**config.mk**
```make
export PLATFORM = sky130hd
export DESIGN_NAME = tx_arbiter
export DESIGN_NICKNAME = d
export VERILOG_FILES = /design/src/rtl/tx_arb_pkg.sv /design/src/rtl/tx_arbiter_rr_pick.sv /design/src/rtl/tx_arbiter.sv
export SDC_FILE = /design/constraint.sdc
export NUM_CORES = 1
export LEC_CHECK = 0
export BUFFER_PORTS_ARGS = -buffer_cell sky130_fd_sc_hd__buf_2
export CORE_MARGIN = 2
export CORE_UTILIZATION = 35
export CTS_CLUSTER_DIAMETER = 200
export DETAILED_ROUTE_END_ITERATION = 7
export MAX_ROUTING_LAYER = met4
export PLACE_DENSITY_LB_ADDON = 0.08
export SYNTH_ARGS = -nofsm -noshare
export SYNTH_HDL_FRONTEND = slang
export SYNTH_SLANG_ARGS = --single-unit
```
**constraint.sdc**
```tcl
create_clock -name clk -period 2.05 [get_ports clk]
set_clock_uncertainty 0.1 [all_clocks]
set_input_delay 0.41 -clock clk [delete_from_list [all_inputs] [get_ports clk]]
set_output_delay 0.41 -clock clk [all_outputs]
set_load 0.05 [all_outputs]
```
**src/rtl/tx_arb_pkg.sv**
```systemverilog
// Shared types and constants for the transmitter arbiter.
// Word width, default frame spacing and the arbiter state encoding.
package tx_arb_pkg;

    localparam int DATA_W               = 7;
    localparam int FRAME_CYCLES_DEFAULT = 10;

    typedef enum logic [1:0] {
        IDLE  = 2'd0,
        ISSUE = 2'd1,
        HOLD  = 2'd2
    } state_t;

    // Index of the requester one past the current owner, wrapping at num_req.
    function automatic int rr_next(input int owner_idx, input int step, input int num_req);
        return (owner_idx + step) % num_req;
    endfunction

endpackage

```
**src/rtl/tx_arbiter_rr_pick.sv**
```systemverilog
// Round-robin pick: first set req at or after owner+1 (wrapping); optional fixed priority for requester 0.
// Latency: combinational. Backpressure: none; the caller decides when the result is consumed.
module rr_pick
    import tx_arb_pkg::*;
#(
    parameter int NUM_REQ = 4,
    parameter bit PRIO_EN = 1'b0,
    localparam int IDX_W  = $clog2(NUM_REQ)
) (
    input  logic [NUM_REQ-1:0] req,
    input  logic [IDX_W-1:0]   owner,
    output logic [IDX_W-1:0]   win_idx,
    output logic               any
);

    logic [IDX_W-1:0] cand;

    // Walk the search order backwards so the last hit written is the nearest one to owner+1.
    always_comb begin
        win_idx = '0;
        any     = |req;
        cand    = '0;
        for (int k = NUM_REQ; k >= 1; k--) begin
            cand = IDX_W'(rr_next(int'(owner), k, NUM_REQ));
            if (req[cand]) begin
                win_idx = cand;
            end
        end
        if (PRIO_EN && req[0]) begin
            win_idx = '0;
        end
    end

endmodule

```
**src/rtl/tx_arbiter.sv**
```systemverilog
// Round-robin arbiter feeding one serial transmitter; TX_ARB_PRIORITY_EN makes requester 0 win whenever it asks.
// Latency: req to gnt/tx_start one clock from IDLE; back-to-back starts exactly FRAME_CYCLES apart.
// Backpressure: requesters hold req/req_data until their gnt pulse; no issue while a frame is in flight (busy).
module tx_arbiter
    import tx_arb_pkg::*;
#(
    parameter int NUM_REQ      = 4,
    parameter int FRAME_CYCLES = FRAME_CYCLES_DEFAULT,
    localparam int IDX_W       = $clog2(NUM_REQ),
    localparam int CNT_W       = $clog2(FRAME_CYCLES)
) (
    input  logic                      clk,
    input  logic                      rstn,
    input  logic [NUM_REQ-1:0]        req,
    input  logic [NUM_REQ*DATA_W-1:0] req_data,
    output logic [NUM_REQ-1:0]        gnt,
    output logic                      tx_start,
    output logic [DATA_W-1:0]         tx_data,
    output logic                      busy,
    output logic [IDX_W-1:0]          owner
);

    if (FRAME_CYCLES < 10) begin : g_bad_frame
        $error("tx_arbiter: FRAME_CYCLES must be at least 10");
    end
    if (NUM_REQ < 2 || NUM_REQ > 8) begin : g_bad_num_req
        $error("tx_arbiter: NUM_REQ must be within 2..8");
    end

`ifdef TX_ARB_PRIORITY_EN
    localparam bit PRIO_EN = 1'b1;
`else
    localparam bit PRIO_EN = 1'b0;
`endif

    state_t              state, state_nxt;
    logic [CNT_W-1:0]    cnt, cnt_nxt;
    logic [NUM_REQ-1:0]  gnt_nxt;
    logic                start_nxt;
    logic [DATA_W-1:0]   data_nxt;
    logic                busy_nxt;
    logic [IDX_W-1:0]    owner_nxt;
    logic [IDX_W-1:0]    win_idx;
    logic                any;
    logic                arb;
    logic [DATA_W-1:0]   words [NUM_REQ];

    for (genvar i = 0; i < NUM_REQ; i++) begin : g_words
        assign words[i] = req_data[i*DATA_W +: DATA_W];
    end

    rr_pick #(
        .NUM_REQ (NUM_REQ),
        .PRIO_EN (PRIO_EN)
    ) u_pick (
        .req     (req),
        .owner   (owner),
        .win_idx (win_idx),
        .any     (any)
    );

    always_comb begin
        state_nxt = state;
        cnt_nxt   = cnt;
        gnt_nxt   = '0;
        start_nxt = 1'b0;
        data_nxt  = tx_data;
        busy_nxt  = busy;
        owner_nxt = owner;
        arb       = 1'b0;

        case (state)
            IDLE: begin
                arb = 1'b1;
            end
            ISSUE: begin
                state_nxt = HOLD;
                cnt_nxt   = CNT_W'(FRAME_CYCLES - 1);
                busy_nxt  = 1'b1;
            end
            HOLD: begin
                // The last HOLD cycle doubles as the arbitration point so starts land FRAME_CYCLES apart.
                if (cnt == CNT_W'(1)) begin
                    arb = 1'b1;
                end else begin
                    cnt_nxt = cnt - CNT_W'(1);
                end
            end
            default: begin
                state_nxt = IDLE;
                cnt_nxt   = '0;
                busy_nxt  = 1'b0;
            end
        endcase

        if (arb) begin
            cnt_nxt = '0;
            if (any) begin
                state_nxt = ISSUE;
                gnt_nxt   = NUM_REQ'(1) << win_idx;
                start_nxt = 1'b1;
                data_nxt  = words[win_idx];
                owner_nxt = win_idx;
                busy_nxt  = 1'b1;
            end else begin
                state_nxt = IDLE;
                busy_nxt  = 1'b0;
            end
        end
    end

    always_ff @(posedge clk or negedge rstn) begin
        if (!rstn) begin
            state    <= IDLE;
            cnt      <= '0;
            gnt      <= '0;
            tx_start <= 1'b0;
            tx_data  <= '0;
            busy     <= 1'b0;
            owner    <= IDX_W'(NUM_REQ - 1);
        end else begin
            state    <= state_nxt;
            cnt      <= cnt_nxt;
            gnt      <= gnt_nxt;
            tx_start <= start_nxt;
            tx_data  <= data_nxt;
            busy     <= busy_nxt;
            owner    <= owner_nxt;
        end
    end

endmodule

```
After elaboration in Yosys (flattened, before gate mapping). Index checks and enable logic that the tools add are counted.

$add $sub $neg: 5. Multiply operators: 0. Divide/modulo/power cells: 0. Order comparisons: 5. Equality and inequality tests: 6. Shift operators: 1. Multiplexer cells: 29. Bitwise gates (word level): 1. Reduce and logical (&&, ||, !) cells: 5.

Operator list (count): 4-bit two-way mux (4); 7-bit binary-select mux with 2-bit select (1); 7-bit two-way mux (2); 2-bit by 3-bit less-than comparator with 1-bit output (second input constant) (4); 4-bit one-hot mux with 3 select lines (1); 2-bit two-way mux (5); 1-bit two-way mux (9); 1-bit binary-select mux with 2-bit select (4); 2-bit by 1-bit adder with 2-bit output (second input constant) (2); 2-bit adder (second input constant) (2); 4-bit by 1-bit == test with 1-bit output (second input constant) (1); 1-bit one-hot mux with 2 select lines (2); 2-bit one-hot mux with 2 select lines (1); 2-bit AND reduction (2); 4-bit OR reduction (1); 1-bit by 2-bit left shift with 4-bit output (first input constant) (1); 4-bit by 1-bit subtractor with 4-bit output (second input constant) (1); 3-bit greater-or-equal comparator (second input constant) (1); 3-bit != test (second input constant) (1); 2-bit inverter with 3-bit output (1); 2-bit by 1-bit == test with 1-bit output (second input constant) (1); 2-bit == test (second input constant) (1); 2-bit zero test (1); 2-bit by 1-bit != test with 1-bit output (second input constant) (1); 2 further kinds (2).

Register bits: 21. Bits in latches: 0. Bits in writable memories: 0. ROM bits: 0. Output and inout port bits: 15. Memories: 0.

Depth between registers and ports, before layout. Gate-level depths: netlist of the first run.

Depth in word-level cells: 11. Depth in mapped cells: 9. Depth with buffers taken out: 9.

Cells and area by module. Synthesis of the first run repeated with hierarchy kept, for this count alone.

Cell total of the unflattened synthesis: 88. Area, all modules: 1227.4 µm².

By module, submodules not included: tx_arbiter (instances 1, cells an instance 74, area an instance 1136.1 µm², sequential area each 528.0 µm²); rr_pick (instances 1, cells an instance 14, area an instance 91.3 µm², sequential area each 0.0 µm²).

Least setup slack after synthesis of the first run. No wires, ideal clock.

Path kind: register to register. From: register owner[1]. To: register tx_data[0]. Library setup time: 122 ps. Data arrival time: 1739 ps. Required time: 1828 ps. Path slack: 89 ps. Cell stages (with the launch flop): 7. Path buffers: 1. Period minus slack after synthesis: 1961 ps. Cells stage by stage: dfstp_2 inv_1 a21oi_2 o221ai_4 buf_6 a211o_1 o2111a_1.

Longest elaborated chain between the ends: 11. Elaborated cells between the ends (all ways): 20.

Ends and longest elaborated chain: from (decl) (line tx_arbiter.sv:20) `output logic [IDX_W-1:0] owner`; from (signal assigned) (line tx_arbiter.sv:120) `owner <= IDX_W'(NUM_REQ - 1);`; from (signal assigned) (line tx_arbiter.sv:128) `owner <= owner_nxt;`; 2-bit by 1-bit adder with 2-bit output (line tx_arb_pkg.sv:16) `return (owner_idx + step) % num_req;`; 1-bit binary-select mux with 2-bit select (line tx_arbiter_rr_pick.sv:25) `if (req[cand]) begin`; 1-bit two-way mux (not written as such) (line tx_arbiter_rr_pick.sv:25); 2-bit two-way mux (3 in a row) (line tx_arbiter_rr_pick.sv:25); 2-bit two-way mux * (line tx_arbiter_rr_pick.sv:25); 2-bit inverter with 3-bit output (not written as such) * (line tx_arbiter.sv:102) `data_nxt = words[win_idx];`; 7-bit binary-select mux with 2-bit select * (line tx_arbiter.sv:102); 7-bit two-way mux (not written as such) * (2 in a row) (line tx_arbiter.sv:102); to (signal assigned) (line tx_arbiter.sv:126) `tx_data <= data_nxt;`; to (decl) (line tx_arbiter.sv:18) `output logic [DATA_W-1:0] tx_data,`.

Every way passes the cells marked *; elsewhere a longest branch is shown, timed or not. The select of a mux whose other input is x is not followed. A chain may end at the register's enable or synchronous reset.

Worst setup path in the final report of the first run.
From: register state[0]. To: register tx_data[0].

Longest elaborated chain between the ends: 3. Elaborated cells between the ends (all ways): 4.

Ends and longest elaborated chain: from (decl) (line tx_arbiter.sv:36) `state_t state, state_nxt;`; from (signal assigned) (line tx_arbiter.sv:122) `state <= state_nxt;`; 2-bit == test or 2-bit zero test (tied branches) (line tx_arbiter.sv:72) `case (state)`; 1-bit one-hot mux with 2 select lines * (line tx_arbiter.sv:72); 2-bit AND reduction (no source line) *.

Every way passes the cells marked *; elsewhere a longest branch is shown, timed or not.

==> flow_metrics.py, run 1 <==
metrics = {
    "flow_run": {
        "cap_viol_max_count": 0,
    },
    "floorplan": {
        "fp.dieArea_um2": 4140,
        "start_util_pct": 37.3,
        "die_h_um": 64.4,
        "core_area_um2": 3420,
        "die-width_um": 64.4,
        "rows": 21,
        "io_pins": 49,
    },
    "detailed_routing": {
        "drtIter0Drc": 49,
        "routedWlPerCell_um": 14.7,
        "antenna_left": 0,
        "wl_um": 3360,
        "drcViolationCount": 0,
        "via_per_inst": 5.36,
        "vias": 1223,
        "dr.pass1.iters": 4,
    },
    "clock_tree": {
        "cts_sinks": 21,
        "clk_pin_slew_ns": 0.12,
        "ctsRootBufferMaster": "clkbuf_4",
        "clk_latency_ns": 0.30,
        "max-clock-path-buffers": 2,
        "cts-htree-levels": 1,
        "cts_tree": "yes",
        "cts_buffers": 3,
    },
    "finish": {
        "fill_cells": 346,
        "n_antenna_cell": 0,
        "area_growth_pct": 30.6,
        "drive_gt1_share_pct": 42.9,
        "final_nets": 222,
        "stdcell_area_um2": 1670,
        "final_util_pct": 48.8,
        "instances_no_fill": 228,
        "layout_commonest_cell": "buf_2",
        "final_cell_mix": "buf_2, dfrtp_1, nand2_1",
    },
    "synthesis": {
        "synthCells": 123,
        "synth.cell_area_um2": 1270,
        "avgSynthCellArea_um2": 10.4,
        "syn-num-nets": 162,
        "synth.distinct_cells": 35,
        "yosys_register_bits": 21,
        "synth-edff-count": 0,
        "synth_ff_type": "dfrtp_1",
        "ys_warn_count": 0,
        "synthArstFlopShare_pct": 100,
        "ys_seq_area_share_pct": 41.4,
    },
    "power": {
        "switchingPower_mw": 1.41,
        "switching_share_pct": 51.9,
        "intPower_mw": 1.30,
        "pwr-share-clk_pct": 7.6,
        "power_leakage_nw": 0.775,
        "peakVddDrop_v": 0.000844,
        "seq_power_share_pct": 26.7,
        "power.density_nw_per_um2": 1630,
        "power_frac_comb_pct": 65.7,
    },
    "timing": {
        "report.final.slew_viol_count": 0,
        "holdWs_ns": 0.306,
        "tns_ns": 0,
        "fin_crit_sh_pct": 96.3,
        "slew_headroom_pct": 65.0,
        "layout_min_cycle_time_ns": 1.97,
        "hold_viol_final": 0,
        "worstMarginPinSlew_ns": 0.524,
        "setup_viol": 0,
        "timing.fmax_mhz": 507,
        "rsz0062_at_grt": "no",
    },
    "outcome": {
        "run_status": "finished, final reports clean",
    },
    "setup_path": {
        "worstPathCellList": "inv_2, ha_4, nand4bb_1, and2_4, or2_4, clkinv_4, o21ai_4, a211o_1, o2111a_1",
        "endpoint_kind": "register",
        "critical_path.slowest_cell": "dfrtp_1",
        "critPathArrivalTime_ns": 2.08,
        "crit_path_start_kind": "register",
        "cp_max_fo": 7,
        "required_ns": 2.15,
        "slowest_delay_ns": 0.41,
        "crit_type": "register to register",
    },
    "global_route": {
        "grt_pass1_wl_um": 5310,
        "antenna_found_initial": 0,
        "grtUsageTotal_pct": 16.6,
        "grt_pass1_vias": 1163,
        "grt-ovfl-total": 0,
        "grt_max_degree": 22,
    },
    "placed_design": {
        "place_inst": 219,
        "hpwl_um": 2470,
        "placed_area_um2": 1590,
        "gp_congestion": 0.790,
        "port-buffer-count": 48,
    },
    "min_path": {
        "hold_path_class": "input port to register",
    },
}
-- kinds of logic (layout without fill, tap and decap cells) --
logic type	Yosys count	count (layout)	share of synthesized area, %
compound gates	38	38	26.7
xor+xnor	2	2	1.37
fa+ha+maj	5	5	4.91
buf+inv	10	69	4.02
flops	21	21	41.4
mux	4	4	3.14
simple gates	43	43	18.4
-- cells in the mapped netlist, types with 2 or more instances --
| cell | n | share of area, % |
|---|---|---|
| nand3_1 | 5 | 2.0 |
| o2111a_1 | 5 | 4.4 |
| dfstp_2 | 2 | 4.1 |
| nand2_1 | 13 | 3.8 |
| nand2b_1 | 2 | 0.98 |
| inv_1 | 7 | 2.1 |
| nor2_1 | 9 | 2.6 |
| o22ai_2 | 2 | 2.0 |
| a21oi_1 | 3 | 1.2 |
| mux2i_1 | 4 | 3.1 |
| ha_1 | 5 | 4.9 |
| a21oi_2 | 2 | 1.4 |
| and2_4 | 2 | 1.4 |
| o21ai_0 | 8 | 3.1 |
| nand4_1 | 5 | 2.5 |
| a211o_1 | 10 | 6.9 |
| o221ai_1 | 2 | 1.4 |
| dfrtp_1 | 19 | 37 |
| o22a_1 | 2 | 1.4 |
-- timing repair --
| item | CTS | global route |
|---|---|---|
| setup endpoints to repair | 5 | 5 |
| pin swaps | 6 | 5 |
| gates resized for setup | 2 | 2 |
| hold endpoints to repair | 19 | 0 |
| hold buffers | 1 | 0 |
| setup buffers | 1 | 3 |
-- stage by stage --
stage | total power, mW | setup slack, ns
2_1_floorplan | 2.02 | 0.0893
3_3_place_gp | 2.40 | 0.0801
3_5_place_dp | 2.43 | -0.0237
4_1_cts | 2.66 | 0.0120
5_1_grt | 2.89 | 0.00312
6_report | 2.71 | 0.0763
-- cell type report --
type,count,area (µm²),share of cell area [%]
inverter,8,35.0,2.10
sequential,21,528,31.7
timing repair buffer,57,310,18.6
multi-input combinational,92,708,42.5
tap,46,57.6,3.46
clock buffer,4,26.3,1.58
-- registers in the layout, summed over array words and instances (netlist names) --
register,cells
tx_data,7
cnt,4
gnt,4
owner,2
state,2
busy,1
tx_start,1
-- worst paths after layout --
path / start / slack, ns / cells past startpoint / to
max in group asynchronous: rstn / 1.00 / 2 / owner[1]$_DFFE_PN1P_
worst max register to register: state[0]$_DFFE_PN0P_ / 0.08 / 9 / tx_data[0]$_DFFE_PN0P_
worst min register to register: tx_data[6]$_DFFE_PN0P_ / 0.41 / 2 / tx_data[6]$_DFFE_PN0P_
min in group asynchronous: rstn / 0.49 / 2 / cnt[1]$_DFFE_PN0P_
worst min-delay path: req_data[15] / 0.31 / 3 / tx_data[1]$_DFFE_PN0P_
worst max-delay path: state[0]$_DFFE_PN0P_ / 0.08 / 9 / tx_data[0]$_DFFE_PN0P_
-- critical path: cells and delay by family, from the launching register on --
| family | cells | cell delay (ns) |
|---|---|---|
| AND/OR/NAND/NOR | 3 | 0.53 |
| AO/OA/AOI/OAI | 3 | 0.50 |
| flip-flops | 1 | 0.41 |
| buffers and inverters | 2 | 0.18 |
| adder cells (fa/ha/maj) | 1 | 0.14 |
-- power by group through the flow --
| stage | logic [mW] | clock network (mW) | registers [mW] |
|---|---|---|---|
| floorplan | 0.838 | 0 | 1.19 |
| global placement | 1.68 | 0 | 0.722 |
| detailed placement | 1.71 | 0 | 0.726 |
| CTS | 1.73 | 0.214 | 0.720 |
| global route | 1.92 | 0.237 | 0.741 |
| finish | 1.78 | 0.206 | 0.724 |
-- per-layer routing --
layer | wire length [µm] | vias up | share of wire, % | GRT usage, %
met2 | 1690 | 40 | 50 | 28.1
met1 | 1460 | 597 | 43 | 20.7
met3 | 187 | 2 | 5.6 | 2.29
met4 | 21 | 0 | 0.63 | 4.52
met5 | 0 | - | 0 | -
li1 | - | 584 | - | -
Note: power is estimated with default switching activity, not from simulation.
==> run 2: changes to the inputs <==
--- a/config.mk
+++ b/config.mk
@@ -6,12 +6,15 @@
 export NUM_CORES = 1
 export LEC_CHECK = 0
 export BUFFER_PORTS_ARGS = -buffer_cell sky130_fd_sc_hd__buf_2
+export CELL_PAD_IN_SITES_DETAIL_PLACEMENT = 0
+export CELL_PAD_IN_SITES_GLOBAL_PLACEMENT = 1
 export CORE_MARGIN = 2
-export CORE_UTILIZATION = 35
+export CORE_UTILIZATION = 32
 export CTS_CLUSTER_DIAMETER = 200
 export DETAILED_ROUTE_END_ITERATION = 7
 export MAX_ROUTING_LAYER = met4
-export PLACE_DENSITY_LB_ADDON = 0.08
+export PLACE_DENSITY = 0.74
 export SYNTH_ARGS = -nofsm -noshare
 export SYNTH_HDL_FRONTEND = slang
 export SYNTH_SLANG_ARGS = --single-unit
+export TNS_END_PERCENT = 1
==> run 2 against run 1 <==
Via count down 1.1%; wire length down 4.0%; maximum frequency up 0.13%; global-route usage down 0.50 points; total power up 4.6%; first-iteration DRC count down 2.0%; cell count up 2.2%; the run now ends with negative hold slack left; sequential power about the same; critical path depth unchanged; non-clock buffer count up 3; die area up 8.8%; sequential share of layout area down 0.97 points.
==> flow_metrics.py, run 2 (synthesis results as in run 1) <==
metrics = {
    "placed_design": {
        "port-buffer-count": 48,
        "gp_congestion": 0.790,
        "placed_area_um2": 1610,
        "hpwl_um": 2500,
    },
    "power": {
        "power_leakage_nw": 0.801,
        "peakVddDrop_v": 0.000794,
        "power.density_nw_per_um2": 1650,
    },
    "clock_tree": {
        "cts-htree-levels": 1,
        "cts_buffers": 3,
        "clk_pin_slew_ns": 0.09,
        "cts_hold_buf": 0,
        "cts_sinks": 21,
        "max-clock-path-buffers": 2,
        "cts_tree": "yes",
        "clk_latency_ns": 0.27,
        "ctsRootBufferMaster": "clkbuf_8",
    },
    "global_route": {
        "globalRouteMet1Util_pct": 19.5,
        "met3_usage_pct": 4.39,
        "grt_pass1_vias": 1176,
        "antenna_found_initial": 0,
        "grtUsageTotal_pct": 16.1,
        "top_usage_layer": "met2",
        "grt_pass1_wl_um": 5290,
        "grt-ovfl-total": 0,
        "grt_use_met2_pct": 26.9,
        "grt_max_degree": 22,
    },
    "timing": {
        "holdWs_ns": -0.00864,
        "layout_min_cycle_time_ns": 1.97,
        "fin_crit_sh_pct": 96.2,
        "hold_viol_final": 14,
        "worstMarginPinSlew_ns": 0.553,
        "tns_ns": 0,
        "slew_headroom_pct": 63.1,
        "report.final.slew_viol_count": 0,
        "setup_viol": 0,
        "timing.fmax_mhz": 507,
    },
    "floorplan": {
        "die_h_um": 67.1,
        "io_pins": 49,
        "core_area_um2": 3740,
        "rows": 22,
        "die-width_um": 67.1,
        "fp.dieArea_um2": 4510,
        "start_util_pct": 34.1,
    },
    "finish": {
        "top_regs": "tx_data x7, cnt x4, gnt x4",
        "layout_commonest_cell": "buf_2",
        "area_growth_pct": 34.7,
        "drive_gt1_share_pct": 44.3,
        "final_util_pct": 45.9,
        "n_antenna_cell": 0,
        "multi_input_area_um2": 708,
        "top_register": "tx_data",
        "final_nets": 225,
        "stdcell_area_um2": 1720,
        "largest_register_ffs": 7,
        "fill_cells": 383,
        "final_cell_mix": "buf_2, dfrtp_1, nand2_1",
        "register_area_um2": 528,
    },
    "outcome": {
        "failed_checks": "negative hold slack",
        "run_status": "finished, violations left",
    },
    "detailed_routing": {
        "routedWlPerCell_um": 13.8,
        "drtIter0Drc": 48,
        "via_per_inst": 5.19,
        "dr.pass1.iters": 4,
        "wl_um": 3220,
        "antenna_left": 0,
        "vias": 1210,
        "drcViolationCount": 0,
    },
    "flow_run": {
        "cap_viol_max_count": 0,
    },
    "setup_path": {
        "crit_path_start_kind": "register",
        "r2r_start": "state[0]$_DFFE_PN0P_",
        "worstSetupStartpoint": "state[0]$_DFFE_PN0P_",
        "cp_max_fo": 7,
        "crit_type": "register to register",
        "endpoint_kind": "register",
        "required_ns": 2.11,
        "critPathArrivalTime_ns": 2.03,
    },
    "min_path": {
        "hold_path_class": "input port to async pin",
    },
}
## run 2: cell types whose count changed in the layout (fill, tap and decap cells not counted), sizes merged
| cell | previous run | this run |
|---|---|---|
| dlygate4sd3 | 1 | 0 |
| clkinvlp | 0 | 1 |
| buf | 56 | 60 |
| clkbuf | 4 | 3 |
## run 2: through the flow
stage,worst slack (ns),cells,total power [mW]
2_1_floorplan,0.0893,123,2.02
3_3_place_gp,0.0496,224,2.41
3_5_place_dp,-0.0187,224,2.46
4_1_cts,0.0213,228,2.77
5_1_grt,-0.00103,233,3.05
6_report,0.0788,233,2.83
## run 2: area by class of cell
type / instances / share of cell area, %
Clock buffer: 3 / 2.40
Sequential cell: 21 / 30.7
Multi-Input combinational cell: 92 / 41.2
Clock inverter: 1 / 0.437
Inverter: 8 / 2.48
Timing Repair Buffer: 60 / 19.2
Tap cell: 48 / 3.50
## run 2: metal layers
metal | share of wire [%] | vias to the layer above
met5 | 0 | -
met4 | 0.43 | 0
met3 | 7.1 | 2
met2 | 48 | 46
met1 | 44 | 573
li1 | - | 589
## run 2: what timing repair did
action	CTS	global route
gates cloned	0	0
gates resized for setup	3	1
endpoints found under the setup margin	5	5
setup buffers	0	5
pin swaps	1	11
## run 2: worst paths after layout
kind | to | slack, ns | cells after the start
worst max-delay path | tx_data[4]$_DFFE_PN0P_ | 0.08 | 9
worst min-delay path | tx_start$_DFF_PN0_ | -0.009 | 1
worst max register to register | tx_data[4]$_DFFE_PN0P_ | 0.08 | 9
worst min register to register | tx_data[1]$_DFFE_PN0P_ | 0.39 | 2
max in group asynchronous | owner[0]$_DFFE_PN1P_ | 1.50 | 1
min in group clk | tx_data[1]$_DFFE_PN0P_ | 0.35 | 3
## run 2: report_power, final
part	internal, mW	total [mW]	switching, mW
sequential	0.609	0.722	0.112
combinational	0.658	1.83	1.17
clock	0.137	0.284	0.146
## run 2: critical path, stage by stage, from the launching register on
cell       delay, ns
dfrtp_1         0.40
inv_2           0.10
ha_4            0.14
nand4bb_1       0.10
and2_4          0.16
or2_4           0.29
clkinv_8        0.08
o21ai_4         0.08
a211o_1         0.28
o2111a_1        0.13
==> run 3: changes to the inputs <==
--- a/config.mk
+++ b/config.mk
@@ -13,7 +13,7 @@
 export CTS_CLUSTER_DIAMETER = 200
 export DETAILED_ROUTE_END_ITERATION = 7
 export MAX_ROUTING_LAYER = met4
-export PLACE_DENSITY = 0.74
+export PLACE_DENSITY_LB_ADDON = 0.1
 export SYNTH_ARGS = -nofsm -noshare
 export SYNTH_HDL_FRONTEND = slang
 export SYNTH_SLANG_ARGS = --single-unit
==> run 3 against run 2 <==
The flow now finishes without violations; sequential share of layout area is 0.48 points lower; cell count is 2.1% higher; combinational power is 4% higher; core utilization is 0.74 points higher; sequential power hardly changed; worst setup slack worse by 0.016 ns; die area stayed put; count of clock-buffer cells in the layout stayed put; critical endpoint is now tx_data[5]$_DFFE_PN0P_; largest cell class unchanged.
==> flow_metrics.py, run 3 (synthesis results as in run 1) <==
metrics = {
    "setup_path": {
        "crit_family": "simple AND/OR/NAND/NOR gates",
        "required_ns": 2.10,
        "worstSetupStartpoint": "state[0]$_DFFE_PN0P_",
        "crit_path_start_kind": "register",
        "slowest_delay_ns": 0.40,
        "cp_num_buf_inv": 2,
        "critPathArrivalTime_ns": 2.04,
        "worstPathCellList": "inv_2, ha_2, nand4bb_1, and2_4, or2_4, clkinv_8, o21ai_4, a211o_1, o2111a_1",
        "worst_r2r_endpoint": "tx_data[5]$_DFFE_PN0P_",
        "critical_path.slowest_cell": "dfrtp_1",
        "worstRegToRegCells": 9,
        "endpoint_kind": "register",
        "r2r_start": "state[0]$_DFFE_PN0P_",
        "path_depth": 9,
        "crit_type": "register to register",
        "critPathCapture": "tx_data[5]$_DFFE_PN0P_",
        "r2r_slack_ns": 0.06,
        "cp_max_fo": 7,
    },
    "global_route": {
        "grt_max_degree": 22,
        "grt_pass1_wl_um": 5520,
        "grt-ovfl-total": 0,
        "antenna_found_initial": 0,
        "grt_pass1_vias": 1180,
        "grtUsageTotal_pct": 16.8,
    },
    "detailed_routing": {
        "vias": 1217,
        "drcViolationCount": 0,
        "via_per_inst": 5.11,
        "drtIter0Drc": 61,
        "wl_um": 3380,
        "antenna_left": 0,
        "dr.pass1.iters": 4,
        "routedWlPerCell_um": 14.2,
    },
    "floorplan": {
        "die-width_um": 67.1,
        "core_area_um2": 3740,
        "io_pins": 49,
        "rows": 22,
        "start_util_pct": 34.1,
        "fp.dieArea_um2": 4510,
        "die_h_um": 67.1,
    },
    "timing": {
        "report.final.slew_viol_count": 0,
        "timing.fmax_mhz": 503,
        "worstMarginPinSlew_ns": 0.546,
        "fin_crit_sh_pct": 96.9,
        "layout_min_cycle_time_ns": 1.99,
        "slew_headroom_pct": 63.6,
        "hold_viol_final": 0,
        "setup_viol": 0,
    },
    "finish": {
        "n_antenna_cell": 0,
        "final_nets": 230,
        "top_regs": "tx_data x7, cnt x4, gnt x4",
        "final_cell_mix": "buf_2, dfrtp_1, buf_4",
        "drive_gt1_share_pct": 46.8,
        "instances_no_fill": 238,
        "top_register": "tx_data",
        "final_util_pct": 46.6,
        "largest_register_ffs": 7,
        "area_growth_pct": 36.9,
        "layout_commonest_cell": "buf_2",
    },
    "clock_tree": {
        "max-clock-path-buffers": 2,
        "cts_tree": "yes",
        "clk_latency_ns": 0.26,
        "cts_buffers": 3,
        "cts-htree-levels": 1,
        "ctsRootBufferMaster": "clkbuf_8",
        "clk_pin_slew_ns": 0.08,
        "cts_sinks": 21,
    },
    "power": {
        "power_leakage_nw": 0.824,
        "peakVddDrop_v": 0.000538,
        "power_mw": 2.90,
        "power.density_nw_per_um2": 1660,
    },
    "placed_design": {
        "hpwl_um": 2480,
        "port-buffer-count": 48,
        "gp_congestion": 0.827,
        "place_inst": 223,
    },
    "outcome": {
        "run_status": "finished, final reports clean",
    },
    "flow_run": {
        "cap_viol_max_count": 0,
    },
    "min_path": {
        "hold_path_class": "input port to async pin",
    },
}
## run 3: worst min path at each step
stage          from                 end  slack, ns  cells after the start
6_report       rstn    gnt[0]$_DFF_PN0_      0.003                      1
3_5_place_dp   rstn    gnt[0]$_DFF_PN0_       0.31                      1
5_1_grt        rstn  tx_start$_DFF_PN0_       0.04                      1
4_1_cts        rstn    gnt[0]$_DFF_PN0_       0.02                      1
2_1_floorplan  rstn    busy$_DFFE_PN0P_       0.01                      0
3_3_place_gp   rstn    gnt[0]$_DFF_PN0_       0.30                      1
## run 3: worst register-to-register path: stages (launching register included)
cell,delay [ns]
dfrtp_1,0.40
inv_2,0.08
ha_2,0.18
nand4bb_1,0.11
and2_4,0.17
or2_4,0.26
clkinv_8,0.07
o21ai_4,0.09
a211o_1,0.28
o2111a_1,0.15
## run 3: repair_timing
| action | in CTS | in global routing |
|---|---|---|
| setup buffers | 5 | 6 |
| endpoints found under the setup margin | 5 | 7 |
| pin swaps | 0 | 7 |
| hold buffers | 0 | 0 |
| gates resized for setup | 3 | 2 |
## run 3: power breakdown
| part | internal, mW | switching, mW | leakage (nW) |
|---|---|---|---|
| clock | 0.136 | 0.147 | 0.0255 |
| combinational | 0.713 | 1.18 | 0.539 |
| sequential | 0.609 | 0.112 | 0.259 |
| total | 1.46 | 1.44 | 0.824 |
## run 3: area by class of cell
| class | count | area, µm² |
|---|---|---|
| Sequential cell | 21 | 528 |
| Clock buffer | 3 | 41.3 |
| Timing Repair Buffer | 65 | 368 |
| Inverter | 8 | 42.5 |
| Multi-Input combinational cell | 92 | 701 |
| Clock inverter | 1 | 5.00 |
| Tap cell | 48 | 60.1 |
| Fill cell | 381 | 2000 |
## run 3: metal layers
metal | up-vias | global-route usage, % | wire length (µm)
li1 | 600 | - | -
met1 | 576 | 23.8 | 1670
met2 | 39 | 25.0 | 1490
met3 | 2 | 2.03 | 204
met4 | 0 | 5.36 | 20
met5 | - | - | 0
## run 3: through the flow
step | hold slack [ns] | setup TNS [ns] | cell area (µm²) | setup slack, ns
5_1_grt | 0.0389 | -0.000411 | 1750 | -0.000411
2_1_floorplan | 0.0144 | 0 | 1270 | 0.0893
4_1_cts | 0.0198 | 0 | 1700 | 0.00560
3_3_place_gp | 0.305 | 0 | 1600 | 0.0480
6_report | 0.00286 | 0 | 1750 | 0.0630
3_5_place_dp | 0.311 | -0.140 | 1600 | -0.0437
